==> src/rtl/unaligned_access_sequencer.sv <==
`default_nettype none
`timescale 1ns/1ps
// ============================================================================
// Module      : unaligned_access_sequencer
// Description : Splits byte-unaligned row-wide loads/stores into one or two
//               row-aligned RAM accesses, rotating store data / merging loads.
// Revision    : 1.0 - initial release
// ============================================================================
module unaligned_access_sequencer #(
    parameter int DATA_W = 128,
    parameter int ROW_AW = 19
) (
    input  logic                                   clk,
    input  logic                                   rst,
    input  logic                                   req_valid,
    output logic                                   req_ready,
    input  logic                                   req_we,
    input  logic [ROW_AW+$clog2(DATA_W/8)-1:0]     req_addr,
    input  logic [DATA_W-1:0]                      req_wdata,
    output logic                                   resp_valid,
    input  logic                                   resp_ready,
    output logic [DATA_W-1:0]                      resp_rdata,
    output logic                                   mem_en,
    output logic                                   mem_we,
    output logic [ROW_AW-1:0]                      mem_addr,
    output logic [DATA_W/8-1:0]                    mem_be,
    output logic [DATA_W-1:0]                      mem_wdata,
    input  logic [DATA_W-1:0]                      mem_rdata
);

    localparam int BYTES = DATA_W / 8;
    localparam int OFS_W = $clog2(BYTES);

    typedef enum logic [2:0] {
        S_IDLE = 3'd0,
        S_RD_A = 3'd1,
        S_RD_B = 3'd2,
        S_RD_W = 3'd3,
        S_WR_A = 3'd4,
        S_WR_B = 3'd5,
        S_RESP = 3'd6
    } state_t;

    state_t              r_state_q, w_state_d;
    logic                r_we_q, w_we_d;
    logic [ROW_AW-1:0]   r_row_q, w_row_d;
    logic [OFS_W-1:0]    r_ofs_q, w_ofs_d;
    logic [DATA_W-1:0]   r_wdata_q, w_wdata_d;
    logic [DATA_W-1:0]   r_buf_a_q, w_buf_a_d;
    logic [DATA_W-1:0]   r_resp_rdata_q, w_resp_rdata_d;

    logic [BYTES-1:0]    w_hi_mask;
    logic [DATA_W-1:0]   w_hi_src;
    logic [DATA_W-1:0]   w_merge;
    logic [DATA_W-1:0]   w_sh_in;
    logic [OFS_W-1:0]    w_sh_amt;
    logic [2*DATA_W-1:0] w_sh_dbl;
    logic [DATA_W-1:0]   w_rot;
    logic [ROW_AW-1:0]   w_row_inc;

    // Bytes at or above the offset belong to the first row of the access.
    assign w_hi_mask = {BYTES{1'b1}} << r_ofs_q;
    assign w_hi_src  = (r_ofs_q == '0) ? mem_rdata : r_buf_a_q;
    assign w_row_inc = r_row_q + ROW_AW'(1);

    always_comb begin
        w_merge = '0;
        for (int k = 0; k < BYTES; k++) begin
            w_merge[k*8 +: 8] = w_hi_mask[k] ? w_hi_src[k*8 +: 8] : mem_rdata[k*8 +: 8];
        end
    end

    // Single left byte rotator shared by the store and load paths.
    assign w_sh_in  = r_we_q ? r_wdata_q : w_merge;
    assign w_sh_amt = r_we_q ? r_ofs_q : (OFS_W'(0) - r_ofs_q);
    assign w_sh_dbl = {w_sh_in, w_sh_in};
    assign w_rot    = DATA_W'((w_sh_dbl << {w_sh_amt, 3'b000}) >> DATA_W);

    always_comb begin
        w_state_d      = r_state_q;
        w_we_d         = r_we_q;
        w_row_d        = r_row_q;
        w_ofs_d        = r_ofs_q;
        w_wdata_d      = r_wdata_q;
        w_buf_a_d      = r_buf_a_q;
        w_resp_rdata_d = r_resp_rdata_q;
        case (r_state_q)
            S_IDLE: begin
                if (req_valid) begin
                    w_we_d    = req_we;
                    w_row_d   = req_addr[ROW_AW+OFS_W-1:OFS_W];
                    w_ofs_d   = req_addr[OFS_W-1:0];
                    w_wdata_d = req_wdata;
                    w_state_d = req_we ? S_WR_A : S_RD_A;
                end
            end
            S_RD_A: w_state_d = (r_ofs_q == '0) ? S_RD_W : S_RD_B;
            S_RD_B: begin
                w_buf_a_d = mem_rdata;
                w_state_d = S_RD_W;
            end
            S_RD_W: begin
                w_resp_rdata_d = w_rot;
                w_state_d      = S_RESP;
            end
            S_WR_A: begin
                w_resp_rdata_d = '0;
                w_state_d      = (r_ofs_q == '0) ? S_RESP : S_WR_B;
            end
            S_WR_B: begin
                w_resp_rdata_d = '0;
                w_state_d      = S_RESP;
            end
            S_RESP: if (resp_ready) w_state_d = S_IDLE;
            default: w_state_d = S_IDLE;
        endcase
    end

    always_ff @(posedge clk) begin
        if (rst) begin
            r_state_q      <= S_IDLE;
            r_we_q         <= 1'b0;
            r_row_q        <= '0;
            r_ofs_q        <= '0;
            r_wdata_q      <= '0;
            r_buf_a_q      <= '0;
            r_resp_rdata_q <= '0;
        end else begin
            r_state_q      <= w_state_d;
            r_we_q         <= w_we_d;
            r_row_q        <= w_row_d;
            r_ofs_q        <= w_ofs_d;
            r_wdata_q      <= w_wdata_d;
            r_buf_a_q      <= w_buf_a_d;
            r_resp_rdata_q <= w_resp_rdata_d;
        end
    end

    assign req_ready  = (r_state_q == S_IDLE);
    assign resp_valid = (r_state_q == S_RESP);
    assign resp_rdata = r_resp_rdata_q;

    always_comb begin
        mem_en    = 1'b0;
        mem_we    = 1'b0;
        mem_addr  = '0;
        mem_be    = '0;
        mem_wdata = '0;
        case (r_state_q)
            S_RD_A: begin
                mem_en   = 1'b1;
                mem_addr = r_row_q;
            end
            S_RD_B: begin
                mem_en   = 1'b1;
                mem_addr = w_row_inc;
            end
            S_WR_A: begin
                mem_en    = 1'b1;
                mem_we    = 1'b1;
                mem_addr  = r_row_q;
                mem_be    = w_hi_mask;
                mem_wdata = w_rot;
            end
            S_WR_B: begin
                mem_en    = 1'b1;
                mem_we    = 1'b1;
                mem_addr  = w_row_inc;
                mem_be    = ~w_hi_mask;
                mem_wdata = w_rot;
            end
            default: ;
        endcase
    end

endmodule
`default_nettype wire
==> config.mk <==
export PLATFORM = sky130hd
export DESIGN_NAME = unaligned_access_sequencer
export DESIGN_NICKNAME = d
export VERILOG_FILES = /design/src/rtl/unaligned_access_sequencer.sv
export SDC_FILE = /design/constraint.sdc
export NUM_CORES = 2
export LEC_CHECK = 0
export CAP_MARGIN = 20
export CORE_MARGIN = 2
export CORE_UTILIZATION = 50
export DETAILED_ROUTE_END_ITERATION = 7
export PLACE_DENSITY = 0.78
export SYNTH_ARGS = -nofsm -noshare
export SYNTH_HDL_FRONTEND = slang
export SYNTH_SLANG_ARGS = --single-unit
==> constraint.sdc <==
create_clock -name clk -period 7.1 [get_ports clk]
set_clock_uncertainty 0.2 [all_clocks]
set_input_delay 1.065 -clock clk [delete_from_list [all_inputs] [get_ports clk]]
set_output_delay 1.065 -clock clk [all_outputs]
set_load 0.01 [all_outputs]
# Word level (Yosys, flattened, before mapping)
# Cells that the tools add are included.
# word_totals
register_bits	411
inputBits	284
output_inout_bits	295
word_cells	61
# classes
addsub	2
eq_ne	8
shifts	2
mux	31
bitwise	1
n_reduce_logical	10
# op_table
operator	n
2-to-1 mux 128 bit	3
case mux 128 bit (2 select lines)	1
left shift 256 x 7 -> 256 bit	1
2-to-1 mux 8 bit	16
case mux 19 bit (2 select lines)	1
case mux 16 bit (2 select lines)	1
adder 19 x 1 -> 19 bit, second input constant	1
case mux 3 bit (6 select lines)	1
NOT 16 bit	1
left shift 16 x 4 -> 16 bit, first input constant	1
== test 3 bit, second input constant	3
2-to-1 mux 3 bit	3
OR reduction 2 bit	4
== test 3 x 2 -> 1 bit, second input constant	2
logical NOT 4 bit	1
2-to-1 mux 4 bit	1
AND reduction 2 bit	2
OR reduction 4 bit	1
subtractor 1 x 4 -> 4 bit, first input constant	1
== test 3 x 1 -> 1 bit, second input constant	1
logical NOT 3 bit	1
2-to-1 mux 1 bit	3
2-to-1 mux 2 bit	1
inequality test 2 x 1 -> 1 bit, second input constant	1
other kinds (2)	2

# Logic depth before layout (Yosys ltp)
# logic_depth
depth_word	6
mapped_depth	18
mapped_depth_nobuf	12

# Worst setup path before layout
# OpenSTA, ideal clock, no wires.
# synth_path
path_type	reg2out
from	register r_ofs_q[0]
to	output mem_wdata[124]
arrival_time_ns	4.192
t_required_ns	5.835
slack_ns	1.643
path_stages_with_launch	19
n_path_buf	6
cell_sequence	dfxtp_1 clkinv_1 buf_1 buf_1 buf_1 clkbuf_1 ha_1 buf_4 inv_1 ha_1 clkbuf_1 a21boi_0 a211oi_1 a221oi_2 inv_1 mux4_2 nand2_1 o21ai_0 nor2_1
# synth_between
elab_chain_cells	6
# synth_lines
element	line_no	text
start, declared	47	logic [OFS_W-1:0] r_ofs_q, w_ofs_d;
start signal, assigned	132	r_ofs_q <= w_ofs_d;
parallel branches: the longest is 4 deep, another holds 2-to-1 mux 128 bit	--	
left shift 256 x 7 -> 256 bit (*)	77	assign w_rot = DATA_W'((w_sh_dbl << {w_sh_amt, 3'b000}) >> DATA_W);
2-to-1 mux 128 bit (*)	149	case (r_state_q)
end, declared	27	output logic [DATA_W-1:0] mem_wdata,
# Mark *: on every way between the ends.

# Worst setup path in the final report
# layout_path
from	register r_ofs_q[3]
to	output mem_wdata[106]
# The elaborated chain is that of the path after synthesis.

==> flow_summary.ini <==
[outcome]
status = finished, violations left
violations = design-rule violations

[finish]
nets = 4617
final_layout_size_suffix_gt1_share_pct = 9.17
syn_to_final_growth_pct = 29.6
design_area_um2 = 36300

[critical_path]
critPathBufInv = 3
required_ns = 5.83
worst_setup_path_start_kind = register
cp_data_arrival_time_ns = 5.76
cp_slowest_stage_delay_ns = 0.82
cp-end-kind = output port
r2r_start = r_ofs_q[3]
critPathTopFamily = compound AO/OA/AOI/OAI gates
crit_slowest_cell = a2bb2oi_1
criticalPathCategory = reg -> out
path_cells = buf_12 -> inv_2 -> nand3_2 -> a211oi_1 -> a2bb2oi_1 -> mux2_2 -> o21ai_0 -> o22ai_1 -> nor2_1 -> clkdlybuf4s50_1
critPathLaunch = r_ofs_q[3]
worstPathMaxFanout = 57

[clock_network]
clk_pin_slew_ns = 0.06
clk_root_buffer_cell = clkbuf_16
cts_made_buffers = 45
insertion_delay_ns = 0.65
cts_resized = 0
post_cts_buffers = 0
cts_hold_buffers = 0
cts_htree_levels = 2
cts_sinks = 411
cts_tree = yes
clock_path_buffers = 3

[yosys]
ys.warnings.count = 0
ys_types = 100
postSynthRegisterBits = 411
netlist_area_um2 = 28000
async_flop_share_pct = 0
synth.most_common_cell = nand2_1
syn_area_per_cell_um2 = 7.18
synth_fp_nets = 4189
synthTopCellsByArea = dfxtp_1, nand2_1, a21oi_1
yosys.area.top_type_share_pct = 29.4
synth_edf_count = 0
ys_seq_area_share_pct = 29.4
synthTopCellsByCount = nand2_1, dfxtp_1, a21oi_1
synth_top_area_cell = dfxtp_1
synthCells = 3899
synth_ff_type = dfxtp_1

[global_routing]
grt_antenna_before_repair = 9
grt_pass1_wl_mm = 227
grtUsageTotal_pct = 54.1
grt_pass1_vias = 32510
grt_overflow = 0
grt_max_degree = 206

[timing]
hold_violations = 0
min_period_ns = 7.03
tightest_slew_ns = 1.24
timing.setup.tns_ns = 0
rsz0062_at_grt = no
slew_headroom_pct = 16.8
timing.fmax_mhz = 142
finalCritPeriodShare_pct = 99.0
setup_violations = 0
slew_violations = 0

[placement]
placed_cell_area_um2 = 34600
numPortBuffers = 578
dp_hpwl_mm = 121
place_congestion = 1.21

[drt]
viasPerCell = 7.00
dr_total_vias = 35815
drt_wl_total_mm = 162
met3_length_mm = 25.4
wirelength_met1_mm = 55.3
top_layer = met5
drtIter0Drc = 6089
drc = 33
routedWlPerCell_um = 31.7
firstDrtPassIters = 8
route.met2.wl_mm = 64.1
ant_nets = 0

[die]
dieArea_um2 = 57900
die_w_um = 241
core_area_um2 = 55200
top_level_ports = 579
fp-row-count = 86
initial_core_util_pct = 50.7
die-height_um = 241

[power_and_ir_drop]
cellPowerDensity_nw_per_um2 = 508
p_leak_uw = 0.0131
peakVddDrop_uv = 246

[flow_run]
cap_viol_max_count = 0

[worst_hold_path]
min_from = resp_rdata[47]
hold_path_class = reg -> reg
[state kept, by name, indices dropped and copies added (netlist names)]
| register | flops |
|---|---|
| r_we_q | 1 |
| r_wdata_q | 128 |
| r_row_q | 19 |
| r_buf_a_q | 128 |
| resp_rdata | 128 |
| r_state_q | 3 |
| r_ofs_q | 4 |
[through the flow]
stage / setup WS (ns) / util [%] / hold WS [ns] / total power (uW) / std cells
floorplan: 1.64 / - / 0.231 / 9430 / 3899
global route: 0.109 / 65.7 / 0.262 / 18600 / 5111
CTS: 0.411 / 65.6 / 0.250 / 17400 / 5106
finish: 0.0715 / 65.7 / 0.248 / 18400 / 5114
global placement: 1.05 / 62.7 / 0.233 / 14700 / 5025
detailed placement: 1.10 / 62.7 / 0.239 / 14800 / 5026
[metal layers]
layer  up-vias  GRT usage, %
met5         -             0
met4         2          43.9
met3       927          24.3
met2      3283          76.4
met1     16630          63.0
li1      14973             -
[tightest hold or removal path: stages, from the launching register on]
cell	delay, ns
dfxtp_1	0.31
nand2_1	0.05
o21ai_1	0.05
[kinds of logic after synthesis]
| logic type | count (synthesis) | synth area share, % |
|---|---|---|
| AO/OA/AOI/OAI | 1253 | 29.7 |
| XOR/XNOR | 17 | 0.532 |
| adder cells (fa/ha/maj) | 6 | 0.268 |
| buffers and inverters | 374 | 5.71 |
| flip-flops | 411 | 29.4 |
| multiplexers | 253 | 9.78 |
| AND/OR/NAND/NOR | 1585 | 24.6 |
[layout make-up]
cell class,instances,area (um^2)
fill,4572,18900
multi-input combinational,3114,18200
sequential,411,8250
timing repair buffer,739,7130
clock buffer,55,1250
tap,748,936
clock inverter,25,393
inverter,16,60.1
antenna,6,15.0
[layout by cell type, fill, tap and decap left out, types with 43 or more instances in the layout]
master	n
a211oi_1	74
nor3_1	48
o21ai_0	203
a21oi_1	410
a22oi_1	43
mux2_2	72
clkbuf_16	47
mux2i_1	169
clkdlybuf4s50_1	577
a221oi_1	51
and2_1	62
dfxtp_1	406
nand2_1	933
o22ai_1	45
buf_4	149
nand3_1	90
nor2_1	259
[final timing paths]
check,end,slack (ns),depth (start not counted)
hold / removal,resp_rdata[47],0.25,2
hold reg to reg,resp_rdata[47],0.25,2
setup reg to reg,resp_rdata[106],2.02,9
setup / recovery,mem_wdata[106],0.07,10
[power by group]
part	leakage, uW	internal (uW)	switching, uW
logic	0.00899	4020	8620
registers	0.00335	2700	471
clock network	0.000803	1530	1100
total	0.0131	8240	10200
Power figures use the tool's default switching activity.
